File: config.mk
export PLATFORM = sky130hd
export DESIGN_NAME = bcd_serial_adder_ctrl
export DESIGN_NICKNAME = d
export VERILOG_FILES = /design/src/rtl/bcd_pkg.sv /design/src/rtl/bcd_digit_adder.sv /design/src/rtl/bcd_serial_adder_ctrl.sv
export SDC_FILE = /design/constraint.sdc
export NUM_CORES = 1
export LEC_CHECK = 0
export ABC_AREA = 1
export BUFFER_PORTS_ARGS = -buffer_cell sky130_fd_sc_hd__buf_2
export CORE_MARGIN = 3
export CORE_UTILIZATION = 35
export DETAILED_ROUTE_END_ITERATION = 8
export GPL_ROUTABILITY_DRIVEN = 0
export GPL_TIMING_DRIVEN = 0
export HOLD_SLACK_MARGIN = 0.06
export PLACE_DENSITY = 0.6
export SETUP_SLACK_MARGIN = 0.2
export SLEW_MARGIN = 20
export SYNTH_ARGS = -nofsm -noshare
export SYNTH_HDL_FRONTEND = slang
export SYNTH_SLANG_ARGS = --single-unit
File: constraint.sdc
create_clock -name clock -period 4.1 [get_ports clock]
set_input_delay 0.615 -clock clock [delete_from_list [all_inputs] [get_ports clock]]
set_output_delay 0.615 -clock clock [all_outputs]
set_load 0.01 [all_outputs]
File: src/rtl/bcd_pkg.sv
// Shared constants and FSM encoding for the serial BCD adder.
package bcd_pkg;

    localparam int DIGIT_W = 4;

    localparam logic [4:0] BCD_CORR  = 5'd6;
    localparam logic [4:0] BCD_MAX   = 5'd9;

    typedef enum logic [1:0] {
        ST_IDLE = 2'd0,
        ST_ADD  = 2'd1,
        ST_DONE = 2'd2
    } state_t;

    function automatic logic digit_invalid(input logic [DIGIT_W-1:0] d);
        return ({1'b0, d} > BCD_MAX);
    endfunction

endpackage

File: src/rtl/bcd_digit_adder.sv
// Combinational single-digit BCD adder cell; invalid digits take the same +6 correction.
module bcd_digit_adder
    import bcd_pkg::*;
(
    input  logic [DIGIT_W-1:0] a,
    input  logic [DIGIT_W-1:0] b,
    input  logic               cin,
    output logic [DIGIT_W-1:0] digit,
    output logic               cout
);

    logic [4:0] t;
    logic [4:0] t_corr;

    assign t      = {1'b0, a} + {1'b0, b} + {4'b0, cin};
    assign t_corr = t + BCD_CORR;

    always_comb begin
        digit = t[DIGIT_W-1:0];
        cout  = 1'b0;
        if (t > BCD_MAX) begin
            digit = t_corr[DIGIT_W-1:0];
            cout  = 1'b1;
        end
    end

endmodule

File: src/rtl/bcd_serial_adder_ctrl.sv
// Multi-digit BCD adder that reuses one digit cell, LSD first, one digit per clock.
// Optional operand digit range check enabled by defining BCD_INPUT_CHECK_EN.
module bcd_serial_adder_ctrl
    import bcd_pkg::*;
#(
    parameter int DIGITS = 4
) (
    input  logic                        clock,
    input  logic                        resetn,
    input  logic                        start,
    input  logic [DIGIT_W*DIGITS-1:0]   a,
    input  logic [DIGIT_W*DIGITS-1:0]   b,
    input  logic                        cin,
    output logic                        busy,
    output logic                        done,
    output logic [DIGIT_W*DIGITS-1:0]   sum,
    output logic                        cout,
    output logic                        err
);

    localparam int W     = DIGIT_W * DIGITS;
    localparam int IDX_W = (DIGITS > 1) ? $clog2(DIGITS) : 1;

    state_t             state, state_nx;
    logic [IDX_W-1:0]   idx;
    logic               carry_q;
    logic               cout_q;
    logic [W-1:0]       a_q, b_q, sum_q;
    logic [DIGIT_W-1:0] dig_a, dig_b, dig_s;
    logic               dig_c;
    logic               last;
    logic               accept;

    assign accept = (state == ST_IDLE) && start;
    assign last   = (idx == IDX_W'(DIGITS - 1));
    assign dig_a  = a_q[int'(idx)*DIGIT_W +: DIGIT_W];
    assign dig_b  = b_q[int'(idx)*DIGIT_W +: DIGIT_W];

    bcd_digit_adder u_cell (
        .a     (dig_a),
        .b     (dig_b),
        .cin   (carry_q),
        .digit (dig_s),
        .cout  (dig_c)
    );

    always_ff @(posedge clock or negedge resetn) begin
        if (!resetn) state <= ST_IDLE;
        else         state <= state_nx;
    end

    always_comb begin
        state_nx = state;
        busy     = 1'b0;
        done     = 1'b0;
        unique case (state)
            ST_IDLE: if (start) state_nx = ST_ADD;
            ST_ADD: begin
                busy = 1'b1;
                if (last) state_nx = ST_DONE;
            end
            ST_DONE: begin
                done     = 1'b1;
                state_nx = ST_IDLE;
            end
            default: state_nx = ST_IDLE;
        endcase
    end

    // Operands are captured once per operation and need no reset.
    always_ff @(posedge clock) begin
        if (accept) begin
            a_q <= a;
            b_q <= b;
        end
    end

    always_ff @(posedge clock or negedge resetn) begin
        if (!resetn) begin
            idx     <= '0;
            carry_q <= 1'b0;
            sum_q   <= '0;
            cout_q  <= 1'b0;
        end else if (accept) begin
            idx     <= '0;
            carry_q <= cin;
            sum_q   <= '0;
        end else if (state == ST_ADD) begin
            sum_q[int'(idx)*DIGIT_W +: DIGIT_W] <= dig_s;
            carry_q <= dig_c;
            idx     <= last ? '0 : idx + 1'b1;
            if (last) cout_q <= dig_c;
        end
    end

    assign sum  = sum_q;
    assign cout = cout_q;

`ifdef BCD_INPUT_CHECK_EN
    logic err_q;

    always_ff @(posedge clock or negedge resetn) begin
        if (!resetn)
            err_q <= 1'b0;
        else if (accept)
            err_q <= 1'b0;
        else if (state == ST_ADD && (digit_invalid(dig_a) || digit_invalid(dig_b)))
            err_q <= 1'b1;
    end

    assign err = err_q;
`else
    assign err = 1'b0;
`endif

endmodule
-- Yosys cells after proc, flatten, opt, wreduce, memory -nomap -nowiden
Index checks and enable logic that the tools add are counted.
- register bits after elaboration: 54
- output and inout bits: 20
- word-level logic and storage cells: 43
- $add $sub $neg: 5
- magnitude comparators: 1
- equality and inequality tests: 5
- shifts and indexed selects: 4
- muxes and demuxes: 15
- bitwise gates (word level): 1
- reductions and logical operators: 5
- operator list (operator ; count):
    $neg 4->33 ; 1
    $shift 4x33->16 const A ; 1
    $shiftx 4x33->16 ; 1
    $mux 16 ; 2
    $shiftx 16x5->4 ; 2
    $bwmux 16 ; 1
    $mux 2 ; 5
    $add 4x4->5 ; 1
    $add 5x1->5 ; 1
    $gt 5x4->1 const B ; 1
    $mux 1 ; 5
    $add 4x3->4 const B ; 1
    $eq 2x2->1 const B ; 2
    $mux 4 ; 1
    $ne 2x2->1 const B ; 2
    $pmux 2 s2 ; 1
    $reduce_and 3->1 ; 1
    $add 2x1->2 const B ; 1
    $eq 2x1->1 const B ; 1
    $logic_not 2->1 ; 1
    $reduce_and 2->1 ; 1
    $reduce_bool 2->1 ; 1
    $logic_and 1x1->1 ; 1
    $not 1->1 ; 1

-- Longest topological paths before layout
Gate-level depths: netlist of the first run.
- depth in word-level cells: 9
- mapped depth: 20
- mapped depth without buffers: 18

-- Modules after synthesis
Synthesis of the first run repeated with hierarchy kept, for this count alone.
- cell total of the unflattened synthesis: 282
- area total of the unflattened synthesis: 2683.8 sq um
- by module, submodules not included (module ; instances ; cells each ; area each (sq um) ; seq. area each (sq um)):
    bcd_serial_adder_ctrl ; 1 ; 237 ; 2384.8 ; 1511.4
    bcd_digit_adder ; 1 ; 45 ; 299.0 ; 0.0

-- Least setup slack after synthesis of the first run
Ideal clock, no wire load.
- kind: register to register
- start: register idx[0]
- end: register sum_q[15], in the netlist sum[15]
- data arrival time: 2.751 ns
- data required time: 3.976 ns
- slack: 1.225 ns
- cell stages (with the launch flop): 18
- path buffers: 2
- period minus slack after synthesis: 2.875 ns
- cells stage by stage: dfrtp_1 > inv_1 > buf_2 > buf_2 > nor2_1 > o22ai_1 > fa_1 > fa_1 > inv_1 > ha_1 > inv_1 > nor2_1 > a21oi_2 > nand2_2 > nand2_2 > nand2_1 > nand4_1 > o21bai_1
- word-level cells in the longest chain between the ends: 9
- elaborated cells on any way between the ends: 13
- classes of those cells: add/sub: 4; order compare: 1; shift: 4; mux: 4
- ends and longest elaborated chain (what ; RTL line ; text):
    start, declared ; bcd_serial_adder_ctrl.sv:25 ; logic [IDX_W-1:0] idx;
    start signal, assigned ; bcd_serial_adder_ctrl.sv:91 ; idx <= last ? '0 : idx + 1'b1;
    $shiftx 16x5->4 (on tied branches) ; bcd_serial_adder_ctrl.sv:36, bcd_serial_adder_ctrl.sv:37 ;
    $add 4x4->5 ; bcd_digit_adder.sv:15 ; assign t = {1'b0, a} + {1'b0, b} + {4'b0, cin};
    $add 5x1->5 ; bcd_digit_adder.sv:15 ;
    $add 4x3->4 / $gt 5x4->1 (equally long branches) ; bcd_digit_adder.sv:16, bcd_digit_adder.sv:21 ;
    $mux 4 ; bcd_digit_adder.sv:21 ; if (t > BCD_MAX) begin
    $shiftx 4x33->16 ; bcd_serial_adder_ctrl.sv:89 ; sum_q[int'(idx)*DIGIT_W +: DIGIT_W] <= dig_s;
    $bwmux 16 (*) ; bcd_serial_adder_ctrl.sv:89 ;
    $mux 16 (*) ; bcd_serial_adder_ctrl.sv:88 ; end else if (state == ST_ADD) begin
    $mux 16 (*) ; bcd_serial_adder_ctrl.sv:84 ; end else if (accept) begin
    end signal, assigned by index ; bcd_serial_adder_ctrl.sv:89 ;
    end, declared ; bcd_serial_adder_ctrl.sv:28 ; logic [W-1:0] a_q, b_q, sum_q;
Mark *: on every way between the ends. The rest lies on a longest branch, timed or not. The select of a mux whose other input is x is not followed.
A chain may end at the register's enable or synchronous reset.

-- Worst setup path in the final report of the first run
- start: register idx[1]
- end: register sum_q[7], in the netlist sum[7]
The elaborated chain is that of the path after synthesis.

==> results of run 1 <==
per-stage QoR:
| stage | area (um^2) | setup WS (ps) |
|---|---|---|
| global route | 3030 | 438 |
| floorplan | 2550 | 1220 |
| detailed placement | 2940 | 732 |
| CTS | 3030 | 687 |
| finish | 3030 | 693 |
| global placement | 2940 | 745 |
Yosys cell counts (all sizes together):
library cell / instances
nand2: 39
edfxtp: 32
o21ai: 32
inv: 31
nor2: 27
dfrtp: 22
nand3: 16
o22ai: 9
ha: 8
nand4: 7
buf: 4
a21oi: 3
nor3: 3
clkinv: 2
fa: 2
o21bai: 2
clkbuf: 1
conb: 1
mux2: 1
nand3b: 1
worst reg2reg max path: stages (launching register included):
cell	delay, ps
dfrtp_1	570
clkinv_1	380
o21ai_0	170
o22ai_1	110
fa_1	470
fa_1	410
inv_1	60
nand2_1	50
nand2_2	80
ha_1	170
inv_1	60
nor2_1	130
a21oi_2	50
nand2_2	90
nand2_2	80
nand2_1	130
nand4_1	150
o21bai_1	180
final timing paths:
kind,from,endpoint,depth (start not counted)
hold reg to reg,sum[2]$_DFFE_PN0P_,sum[2]$_DFFE_PN0P_,2
hold / removal,resetn,sum[11]$_DFFE_PN0P_,1
setup reg to reg,idx[1]$_DFFE_PN0P_,sum[7]$_DFFE_PN0P_,17
min in group clock,b[9],b_q[9]$_DFFE_PP_,1
setup / recovery,idx[1]$_DFFE_PN0P_,sum[7]$_DFFE_PN0P_,17
max in group asynchronous,resetn,carry_q$_DFFE_PN0P_,1
kinds of logic after synthesis:
logic type / count (synthesis) / share of synthesized area [%]
compound gates: 46 / 10.2
fa+ha+maj: 10 / 5.49
buf+inv: 38 / 6.08
flops: 54 / 59.2
mux: 1 / 0.441
other cells: 1 / 0.147
simple gates: 93 / 18.4
final cells by class:
class,count,area share [%]
sequential,54,49.9
multi-input combinational,151,29.3
timing repair buffer,54,8.92
inverter,33,4.25
tap,96,3.97
clock buffer,5,2.27
buffer,5,0.867
clock inverter,3,0.537
routing by layer:
metal	vias to the layer above	track usage, %
met5	-	0
li1	946	-
met1	864	18.0
met2	60	20.6
met4	0	3.77
met3	7	3.23
flip-flops by register name (all words and copies together) (netlist names):
register	cells
cout	1
idx	2
state	2
a_q	16
carry_q	1
b_q	16
sum	16
==> metrics.md, run 1 <==
| Metric | Value |
|---|---|
| Util after Layout | `43.6%` |
| Final Hold Fails | `0` |
| Hpwl dp | `3.87 mm` |
| Synth top area cells | `edfxtp_1 (38%), dfrtp_1 (22%), nand2_1 (4.4%)` |
| Yosys cell types | `32` |
| Final period utilization | `83.1%` |
| Die Area | `8360 um^2` |
| Vias in the first global route | `1,824` |
| Cell chain of the critical path | `clkinv_1, o21ai_0, o22ai_1, fa_1, fa_1, inv_1, nand2_1, nand2_2, ha_1, inv_1, nor2_1, a21oi_2, nand2_2, nand2_2, nand2_1, nand4_1, o21bai_1` |
| Final WL | `5.15 mm` |
| Post-synth top area cell | `edfxtp_1` |
| Clock Pin Slew Worst Setup and Hold Paths | `100 ps` |
| Reg area | `1510 um^2` |
| Most common cell on crit path | `nand2_2` |
| Drt pass-1 iters | `4` |
| Number of synthesized register bits | `54` |
| CP required | `4340 ps` |
| Worst Hold Class | `input port to async pin` |
| Gr usage total | `13.2%` |
| Post-synth top area share | `37.6%` |
| RSZ-0062 raised after global routing | `false` |
| Most common cell after layout, fill and taps aside | `buf_2` |
| Family with the most delay on the worst path | `adder cells` |
| Slew at the pin with the worst max-slew slack | `959 ps` |
| Largest net degree at the start of global routing | `36` |
| Area grow syn2layout | `18.6%` |
| Most frequent cells in the layout | `buf_2 (57), edfxtp_1 (32), nand2_1 (30), inv_1 (25), nor2_1 (24)` |
| # rows | `30` |
| Status | `complete, no violations` |
| Die Width | `91.4 um` |
| Setup Fix Bufs, Post-CTS | `0` |
| Wire length on met3 | `336 um` |
| Setup TNS Final | `0 ps` |
| Vias/cell | `4.68` |
| Ports | `56` |
| Cts repair resizes | `0` |
| Post-CTS Hold Buffers | `0` |
| Port bufs | `54` |
| Met2 WL | `2.35 mm` |
| Final Max Slew Viols | `0` |
| Total number of vias | `1,877` |
| Data arrival, critical path | `3650 ps` |
| Remaining DRCs | `0` |
| Non-filler instance count after layout | `401` |
| WL/cell | `12.9 um` |
| Antenna Nets Post-Route | `0` |
| N_diodes | `0` |
| Critical Path Fanout Max | `11` |
| Top Layer Used | `met4` |
| FILL cells | `707` |
| Core area | `6940 um^2` |
| Clk sinks | `54` |
| H-tree depth | `2` |
| Ys Warns | `0` |
| Share of post-route cells with drive strength above 1 | `29.2%` |
| Antenna violations before repair | `0` |
| Post-synthesis sequential area ratio | `59.2%` |
| Setup skew after layout | `5.26 ps` |
| Buf+Inv Stages, Crit Path | `3` |
| Rel. slew slack | `35.9%` |
| Clock latency on the worst-skew pair | `310 ps` |
| Synth Area per Inst | `10.5 um^2` |
| Max Clk Rate | `0.294 GHz` |
| First-pass GRT wire length | `8.77 mm` |
| Finish-stage setup viols | `0` |
| Crit path time final | `3410 ps` |
| Max-Cap Viols | `0` |
| GRT Residual Overflow | `0` |
| Hold slack final | `250 ps` |
| DRT met1 WL | `2.40 mm` |
| Placed cells | `393` |
| Reg-to-reg slack, setup | `690 ps` |
| Die Ht | `91.4 um` |
| Synth Net Count | `289` |
| Max Root-Sink Buffers | `2` |
| Iteration-0 DRC Markers | `66` |
| CTS Buf Count | `5` |
| Crit Path Class | `flip-flop to flip-flop` |
| Nets | `350` |
| TritonCTS clock tree | `done` |
| Critical Path Slowest Stage Cell | `dfrtp_1` |
| Area of the multi-input gates | `887 um^2` |
| CP max stage delay | `570 ps` |
| Initial core utilization | `36.8%` |
| Cell Area, Synth | `2550 um^2` |
| CTS root buf | `clkbuf_8` |
| Element type at the critical path end | `flip-flop` |
| Post-synthesis instance total | `243` |
| Startpoint Class | `flip-flop` |
Power of run 1 is left out: the tool's default activity adds up to more than one toggle a clock period on the data nets, which glitch-free logic cannot reach.
==> run 2, diff against run 1 <==
==> constraint.sdc (replaced) <==
create_clock -name clock -period 3.3 [get_ports clock]
set_input_delay 0.495 -clock clock [delete_from_list [all_inputs] [get_ports clock]]
set_output_delay 0.495 -clock clock [all_outputs]
set_load 0.01 [all_outputs]
==> metrics.md, run 2 (synthesis gave the netlist of run 1 again) <==
| Metric | Value |
|---|---|
| Critical Path Fanout Max | `5` |
| Hpwl dp | `3.87 mm` |
| Final Max Slew Viols | `0` |
| Port bufs | `54` |
| FILL cells | `691` |
| Largest net degree at the start of global routing | `36` |
| Initial core utilization | `36.8%` |
| Critical Path Slowest Stage Cell | `fa_2` |
| Final period utilization | `90.1%` |
| Clock latency on the worst-skew pair | `310 ps` |
| Data arrival, critical path | `3230 ps` |
| Worst Hold Class | `input port to async pin` |
| Max Clk Rate | `0.336 GHz` |
| Remaining DRCs | `0` |
| Crit path time final | `2970 ps` |
| Most common cell after layout, fill and taps aside | `buf_2` |
| Finish-stage setup viols | `0` |
| Startpoint Class | `flip-flop` |
| CP max stage delay | `560 ps` |
| Hold slack final | `132 ps` |
| Setup skew after layout | `5.09 ps` |
| Antenna violations before repair | `0` |
| Family with the most delay on the worst path | `adder cells` |
| Most frequent cells in the layout | `buf_2 (54), edfxtp_1 (32), nand2_1 (29), inv_1 (23), dfrtp_1 (21)` |
| Reg area | `1510 um^2` |
| Max-Cap Viols | `0` |
| WL/cell | `13.1 um` |
| Ports | `56` |
| CTS Buf Count | `5` |
| Drt pass-1 iters | `4` |
| Util after Layout | `46.4%` |
| Core area | `6940 um^2` |
| Max Root-Sink Buffers | `2` |
| RSZ-0062 raised after global routing | `false` |
| H-tree depth | `2` |
| Clock Pin Slew Worst Setup and Hold Paths | `90 ps` |
| Slew at the pin with the worst max-slew slack | `965 ps` |
| TritonCTS clock tree | `done` |
| Crit Path Class | `flip-flop to flip-flop` |
| Clk sinks | `54` |
| First-pass GRT wire length | `8.89 mm` |
| Iteration-0 DRC Markers | `89` |
| Total number of vias | `1,944` |
| Setup ws final | `326 ps` |
| Die Width | `91.4 um` |
| Cell chain of the critical path | `inv_2, buf_8, o21ai_0, o22ai_2, fa_2, fa_2, inv_1, ha_2, inv_2, nor2_2, a21oi_2, nand2_2, nand2_4, nand2_1, nand2_2, nand4_1, nand2_1` |
| # rows | `30` |
| Status | `complete, no violations` |
| Final Hold Fails | `0` |
| GRT Residual Overflow | `0` |
| CTS root buf | `clkbuf_8` |
| Die Area | `8360 um^2` |
| Die Ht | `91.4 um` |
| Antenna Nets Post-Route | `0` |
| Final WL | `5.43 mm` |
| Buf+Inv Stages, Crit Path | `4` |
| Cell Area, Placed | `2940 um^2` |
| Area of the multi-input gates | `936 um^2` |
| Share of post-route cells with drive strength above 1 | `37.2%` |
| Element type at the critical path end | `flip-flop` |
| Vias/cell | `4.71` |
| Vias in the first global route | `1,862` |
| Rel. slew slack | `35.5%` |
| Gr usage total | `13.4%` |
| CP required | `3560 ps` |
| Nets | `362` |
| N_diodes | `0` |
| Area grow syn2layout | `26.2%` |
| Post-route cell area | `3220 um^2` |
| Worst slack, placed | `-67.8 ps` |
[run 2: cell count changes in the layout (fill, tap and decap cells not counted), sizes merged]
cell / delta
buf: +11
clkbuf: +1
[run 2: layout make-up]
class	instances	share of cell area, %
clock buffer	5	2.14
sequential	54	46.9
inverter	33	4.04
timing repair buffer	66	11.7
clock inverter	3	0.505
multi-input combinational	151	29.0
buffer	5	1.90
tap	96	3.73
[run 2: worst paths after layout]
kind,startpoint,endpoint,slack [ps],cells after the start
worst max-delay path,idx[0]$_DFFE_PN0P_,sum[6]$_DFFE_PN0P_,330,17
worst min-delay path,resetn,sum[11]$_DFFE_PN0P_,130,1
worst max register to register,idx[0]$_DFFE_PN0P_,sum[6]$_DFFE_PN0P_,330,17
worst min register to register,sum[6]$_DFFE_PN0P_,sum[6]$_DFFE_PN0P_,480,2
max in group asynchronous,resetn,idx[1]$_DFFE_PN0P_,2810,1
min in group clock,b[9],b_q[9]$_DFFE_PP_,350,1
[run 2: metal layers]
layer | part of all wire [%] | vias up | GRT usage [%]
li1 | - | 979 | -
met2 | 46 | 61 | 21.2
met3 | 6.4 | 9 | 3.31
met5 | 0 | - | 0
met4 | 1.8 | 0 | 4.27
met1 | 45 | 895 | 17.9
[run 2: metrics by stage]
stage | TNS [ps] | std cells
after floorplan | 0 | 243
after global placement | -103 | 393
after detailed placement | -219 | 393
after CTS | 0 | 404
after global routing | 0 | 413
final | 0 | 413
[run 2: repair_timing]
item                                    4_1_cts  5_1_grt
buffers inserted                              3        8
hold buffers                                  0        0
pin swaps                                     4        7
gates resized for setup                      19       13
gates cloned                                  0        1
endpoints found under the setup margin       14       14
Power of run 2 is left out for the same reason.
